**src/rtl/fll_pkg.sv**
```systemverilog
// Shared types and defaults for the I2S FLL word-rate comparator.
package fll_pkg;

    typedef enum logic [2:0] {
        IDLE     = 3'd0,
        ALIGN    = 3'd1,
        TRACK    = 3'd2,
        SPEEDUP  = 3'd3,
        SLOWDOWN = 3'd4
    } fll_state_e;

    localparam int BITS_PER_WORD_DEF  = 32;
    localparam int DIFF_W_DEF         = 8;
    localparam int THRESH_DEF         = 2;
    localparam int TIMEOUT_CYCLES_DEF = 1024;

    // One step up or down, clamped symmetrically to +/-lim.
    function automatic int sat_step(input int val, input logic up, input int lim);
        if (up) begin
            return (val >= lim) ? lim : val + 1;
        end
        return (val <= -lim) ? -lim : val - 1;
    endfunction

endpackage

```
**src/rtl/fll_tgl_sync.sv**
```systemverilog
// Brings a per-word toggle into the local clock domain and turns each edge
// of it into a single-cycle pulse.
module fll_tgl_sync (
    input  logic clk_i,
    input  logic rst_ni,
    input  logic tgl_i,
    output logic pulse_o
);

    // [0],[1] form the synchroniser; [2] remembers the previous settled level.
    logic [2:0] sync_q;

    always_ff @(posedge clk_i or negedge rst_ni) begin
        if (!rst_ni) begin
            sync_q <= '0;
        end else begin
            sync_q <= {sync_q[1:0], tgl_i};
        end
    end

    assign pulse_o = sync_q[2] ^ sync_q[1];

endmodule

```
**src/rtl/fll_wordcnt_compare.sv**
```systemverilog
// Master-vs-local word-rate comparator with hysteretic speedup/slowdown
// interrupts. Define FLL_TIMEOUT_EN to add the master-loss watchdog.
module fll_wordcnt_compare
    import fll_pkg::*;
#(
    parameter int BITS_PER_WORD  = BITS_PER_WORD_DEF,
    parameter int DIFF_W         = DIFF_W_DEF,
    parameter int THRESH         = THRESH_DEF
`ifdef FLL_TIMEOUT_EN
    , parameter int TIMEOUT_CYCLES = TIMEOUT_CYCLES_DEF
`endif
) (
    input  logic              CLK_IP_i,
    input  logic              RST_IP_i,
    input  logic              enable_i,
    input  logic              master_word_tgl_i,
    output logic              Interrupt_speedup,
    output logic              Interrupt_slowdown,
    output logic              master_wordcnt_is_ahead_o,
    output logic              local_wordcnt_is_ahead_o,
    output logic [DIFF_W-1:0] word_diff_o,
    output logic              locked_o,
    output logic              master_lost_o,
    output fll_state_e        state_o
);

    localparam int CNT_W = (BITS_PER_WORD > 1) ? $clog2(BITS_PER_WORD) : 1;
    localparam logic [CNT_W-1:0] CNT_LAST = CNT_W'(BITS_PER_WORD - 1);
    localparam int DMAX = (1 << (DIFF_W - 1)) - 1;
    localparam logic signed [DIFF_W-1:0] THR_P  = DIFF_W'(THRESH);
    localparam logic signed [DIFF_W-1:0] THR_N  = -THR_P;
    localparam logic signed [DIFF_W-1:0] ZERO_D = '0;

    fll_state_e               state_q, state_d;
    logic signed [DIFF_W-1:0] diff_q, diff_d;
    logic [CNT_W-1:0]         cnt_q, cnt_d;
    logic                     spd_q, slw_q, mah_q, lah_q;
    logic                     m_evt, l_evt, locked, locked_nxt;

    fll_tgl_sync u_sync (
        .clk_i   (CLK_IP_i),
        .rst_ni  (RST_IP_i),
        .tgl_i   (master_word_tgl_i),
        .pulse_o (m_evt)
    );

    assign locked = (state_q == TRACK) || (state_q == SPEEDUP) || (state_q == SLOWDOWN);
    assign l_evt  = locked && (cnt_q == CNT_LAST);

`ifdef FLL_TIMEOUT_EN
    localparam int WD_W = (TIMEOUT_CYCLES > 1) ? $clog2(TIMEOUT_CYCLES) : 1;
    localparam logic [WD_W-1:0] WD_LAST = WD_W'(TIMEOUT_CYCLES - 1);

    logic [WD_W-1:0] wd_q, wd_d;
    logic            lost_q, timeout;

    // Any master word restarts the watchdog; it only runs while locked.
    assign timeout = enable_i && locked && !m_evt && (wd_q == WD_LAST);

    always_comb begin
        wd_d = wd_q + WD_W'(1);
        if (!enable_i || !locked || m_evt || timeout) begin
            wd_d = '0;
        end
    end

    always_ff @(posedge CLK_IP_i or negedge RST_IP_i) begin
        if (!RST_IP_i) begin
            wd_q   <= '0;
            lost_q <= 1'b0;
        end else begin
            wd_q <= wd_d;
            if (!enable_i) begin
                lost_q <= 1'b0;
            end else if (timeout) begin
                lost_q <= 1'b1;
            end
        end
    end

    assign master_lost_o = lost_q;
`else
    assign master_lost_o = 1'b0;
`endif

    always_comb begin
        state_d = state_q;
        diff_d  = diff_q;
        cnt_d   = '0;
        if (!enable_i) begin
            state_d = IDLE;
            diff_d  = '0;
        end else begin
            case (state_q)
                IDLE: state_d = ALIGN;
                // First master word defines the local word boundary.
                ALIGN: begin
                    if (m_evt) begin
                        state_d = TRACK;
                        diff_d  = '0;
                    end
                end
                default: begin
                    cnt_d = l_evt ? '0 : cnt_q + CNT_W'(1);
                    if (m_evt && !l_evt) begin
                        diff_d = DIFF_W'(sat_step(int'(diff_q), 1'b1, DMAX));
                    end else if (l_evt && !m_evt) begin
                        diff_d = DIFF_W'(sat_step(int'(diff_q), 1'b0, DMAX));
                    end
                    case (state_q)
                        TRACK: begin
                            if (diff_q >= THR_P) begin
                                state_d = SPEEDUP;
                            end else if (diff_q <= THR_N) begin
                                state_d = SLOWDOWN;
                            end
                        end
                        SPEEDUP:  if (diff_q <= ZERO_D) state_d = TRACK;
                        SLOWDOWN: if (diff_q >= ZERO_D) state_d = TRACK;
                        default:  state_d = IDLE;
                    endcase
                end
            endcase
`ifdef FLL_TIMEOUT_EN
            if (timeout) begin
                state_d = ALIGN;
                diff_d  = '0;
                cnt_d   = '0;
            end
`endif
        end
    end

    assign locked_nxt = (state_d == TRACK) || (state_d == SPEEDUP) || (state_d == SLOWDOWN);

    always_ff @(posedge CLK_IP_i or negedge RST_IP_i) begin
        if (!RST_IP_i) begin
            state_q <= IDLE;
            diff_q  <= '0;
            cnt_q   <= '0;
            spd_q   <= 1'b0;
            slw_q   <= 1'b0;
            mah_q   <= 1'b0;
            lah_q   <= 1'b0;
        end else begin
            state_q <= state_d;
            diff_q  <= diff_d;
            cnt_q   <= cnt_d;
            spd_q   <= (state_d == SPEEDUP);
            slw_q   <= (state_d == SLOWDOWN);
            // Ahead flags trail the difference register by one cycle.
            mah_q   <= locked_nxt && (diff_q > ZERO_D);
            lah_q   <= locked_nxt && (diff_q < ZERO_D);
        end
    end

    assign Interrupt_speedup         = spd_q;
    assign Interrupt_slowdown        = slw_q;
    assign master_wordcnt_is_ahead_o = mah_q;
    assign local_wordcnt_is_ahead_o  = lah_q;
    assign word_diff_o               = diff_q;
    assign locked_o                  = locked;
    assign state_o                   = state_q;

endmodule
```
**config.mk**
```make
export PLATFORM = sky130hd
export DESIGN_NAME = fll_wordcnt_compare
export DESIGN_NICKNAME = d
export VERILOG_FILES = /design/src/rtl/fll_pkg.sv /design/src/rtl/fll_tgl_sync.sv /design/src/rtl/fll_wordcnt_compare.sv
export SDC_FILE = /design/constraint.sdc
export NUM_CORES = 1
export LEC_CHECK = 0
export CAP_MARGIN = 20
export CORE_MARGIN = 1.5
export CORE_UTILIZATION = 57
export CTS_BUF_LIST = sky130_fd_sc_hd__clkbuf_8
export DETAILED_ROUTE_END_ITERATION = 16
export GPL_ROUTABILITY_DRIVEN = 0
export GPL_TIMING_DRIVEN = 0
export HOLD_SLACK_MARGIN = 0.05
export PLACE_DENSITY = 0.83
export SLEW_MARGIN = 15
export SYNTH_ARGS = -nofsm -noshare
export SYNTH_HDL_FRONTEND = slang
export SYNTH_SLANG_ARGS = --single-unit
```
**constraint.sdc**
```tcl
create_clock -name CLK_IP_i -period 3.3 [get_ports CLK_IP_i]
set_clock_uncertainty 0.15 [all_clocks]
set_input_delay 0.66 -clock CLK_IP_i [delete_from_list [all_inputs] [get_ports CLK_IP_i]]
set_output_delay 0.66 -clock CLK_IP_i [all_outputs]
set_load 0.01 [all_outputs]
```
==> results.tsv <==
metric	value	unit
status	finished clean	
wl_per_cell	16.63	µm
async_flop_share	100.0	%
drt_wl_total	3858	µm
end_kind	primary output	
diodes	0	
grt_antenna_before_repair	0	
max_freq	367.9	MHz
numCtsBuffers	3	
hold_buffers	0	
tns	0	ns
synth_cell_types	52	
final_util	72.66	%
area_growth	17.03	%
start_util	62.09	%
dp_worst_setup_slack	0.5854	ns
max-cap-violations	0	
rr_worst_depth	9	
worst_slack	0.5820	ns
arrival	1.91	ns
period_needed	2.718	ns
drive_above_1_share	10.89	%
path_max_fanout	10	
cts_tree	done	
p_leak	0.8065	nW
startpoint_type	flip-flop	
worstSetupStartpoint	state_o[0]	
required	2.49	ns
powerDensity	477.6	nW/µm²
portBuffers	19	
post_cts_buffers	0	
slew_headroom	64.36	%
cts_resized	0	
synthTopCellsByArea	dfrtp_1 36%, nor2_1 4.9%, ha_1 4.7%	
nets	213	
dieHeight	55.88	µm
slowest_delay	0.53	ns
yosysWarnings	0	
ant_nets	0	
dieArea	3123	µm²
fill_cells	192	
postSynthCellCount	179	
r2r-start	cnt_q[0]	
syn-num-nets	189	
hold_viol_final	0	
synth_edf_count	0	
synth-main-ff-cell	dfrtp_1	
synth_top_cell_by_area	dfrtp_1	
clk_latency	0.28	ns
core_area	2567	µm²
rows	18	
cts.clk_slew.worst_paths	0.10	ns
vdd_drop_max	0.3875	mV
clockBufferDepth	2	
finalSetupViolations	0	
ys_seq_elements	23	
grtUsageTotal	26.56	%
path_common_cell	nand2_1	
syn_area	1594	µm²
crit_chain	clkbuf_1, nor2_1, nand2_1, nand2_1, clkdlybuf4s50_1	
ys_seq_area_share	36.11	%
clkSinkCount	23	
tightest_slew	0.5346	ns
drt_first_pass_iters	5	
grt_pass1_wl	6658	µm
num_vias	1464	
min_path_type	input port to asynchronous set/reset pin	
rsz0062_at_grt	false	
htree_levels	1	
first_global_vias	1429	
avgSynthCellArea	8.905	µm²
cts_root_buf	clkbuf_8	
drtIter0Drc	90	
synth_top_area_share	36.11	%
routed_via_density	6.310	
grt_max_degree	24	
grt-ovfl-total	0	
cpMaxStageDelayCell	clkdlybuf4s50_1	
ios	21	
path_class	flip-flop to primary output	
finalCritPeriodShare	82.36	%
drc	0	
hpwl	2702	µm
maxSlewViolCount	0	
die_x	55.88	µm
## worst paths after layout
check | end | slack, ns
setup / recovery | locked_o | 0.58
setup reg to reg | word_diff_o[2] | 0.59
hold reg to reg | u_sync.sync_q[1] | 0.22
hold / removal | word_diff_o[7] | 0.20
min in group CLK_IP_i | u_sync.sync_q[1] | 0.22
max in group asynchronous | word_diff_o[0] | 2.44
## cell usage in the layout (no fill, tap or decap), drive strengths merged, types with 4 or more instances in the layout
| cell | instances |
|---|---|
| a21oi | 9 |
| and3 | 4 |
| buf | 9 |
| clkbuf | 9 |
| clkdlybuf4s50 | 18 |
| dfrtp | 23 |
| ha | 6 |
| inv | 8 |
| nand2 | 18 |
| nand3 | 10 |
| nor2 | 22 |
| nor3 | 7 |
| o21ai | 6 |
## report_power, final
group	internal [mW]	leakage, nW	switching, mW
sequential	0.306	0.307	0.0216
clock	0.0858	0.0217	0.107
combinational	0.156	0.478	0.215
total	0.547	0.807	0.344
## layout make-up
type	instances	area [µm²]	share of cell area (%)
Sequential cell	23	575.6	30.85
Multi-Input combinational cell	134	917.1	49.16
Clock buffer	3	41.29	2.213
Inverter	8	30.03	1.610
Tap cell	30	37.54	2.012
Clock inverter	1	7.507	0.4024
Timing Repair Buffer	19	185.2	9.926
Buffer	14	71.32	3.823
## worst max-delay path: cells and delay by family (launching register included)
| family | cells | cell delay, ns |
|---|---|---|
| buffers and inverters | 2 | 0.77 |
| DFF | 1 | 0.45 |
| and+or+nand+nor | 3 | 0.42 |
## cell usage after synthesis (4+ instances only)
cell type	count
nor2_1	21
dfrtp_1	23
buf_2	6
nor3_1	7
and3_1	4
inv_1	8
nand2_1	18
a21oi_1	9
nand3_1	10
ha_1	6
clkbuf_1	6
o21ai_0	4
## routing by layer
layer	part of all wire (%)	wire, µm	track usage [%]
met2	47	1811	42.69
met4	1.3	52	8.503
met1	43	1671	37.15
met5	0	0	0
met3	8.3	322	3.721
## through the flow
stage	hold WS (ns)	power [mW]	instance area (µm²)	cells
finish	0.1965	0.8910	1866	232
global route	0.2287	0.9361	1866	232
CTS	0.2241	0.8816	1871	232
detailed placement	0.2043	0.6916	1822	228
global placement	0.1822	0.6823	1822	228
floorplan	0.1812	0.5817	1594	179
## cells by family (layout without fill, tap and decap cells)
family	count (synthesis)	after routing	share of synthesized area [%]
and+or+nand+nor	75	75	23.23
AOI/OAI and AO/OA	43	43	22.61
DFF	23	23	36.11
buffers and inverters	22	45	6.358
adders and majority gates	7	7	5.337
muxes	5	5	3.297
xor gates and xnor gates	3	3	2.826
other	1	1	0.2353
## sequential cells by signal, indices dropped and copies added, names as in the netlist
register / count
local_wordcnt_is_ahead_o: 1
Interrupt_speedup: 1
state_o: 3
master_wordcnt_is_ahead_o: 1
Interrupt_slowdown: 1
u_sync.sync_q: 3
word_diff_o: 8
cnt_q: 5
(Power assumes the default switching activity.)
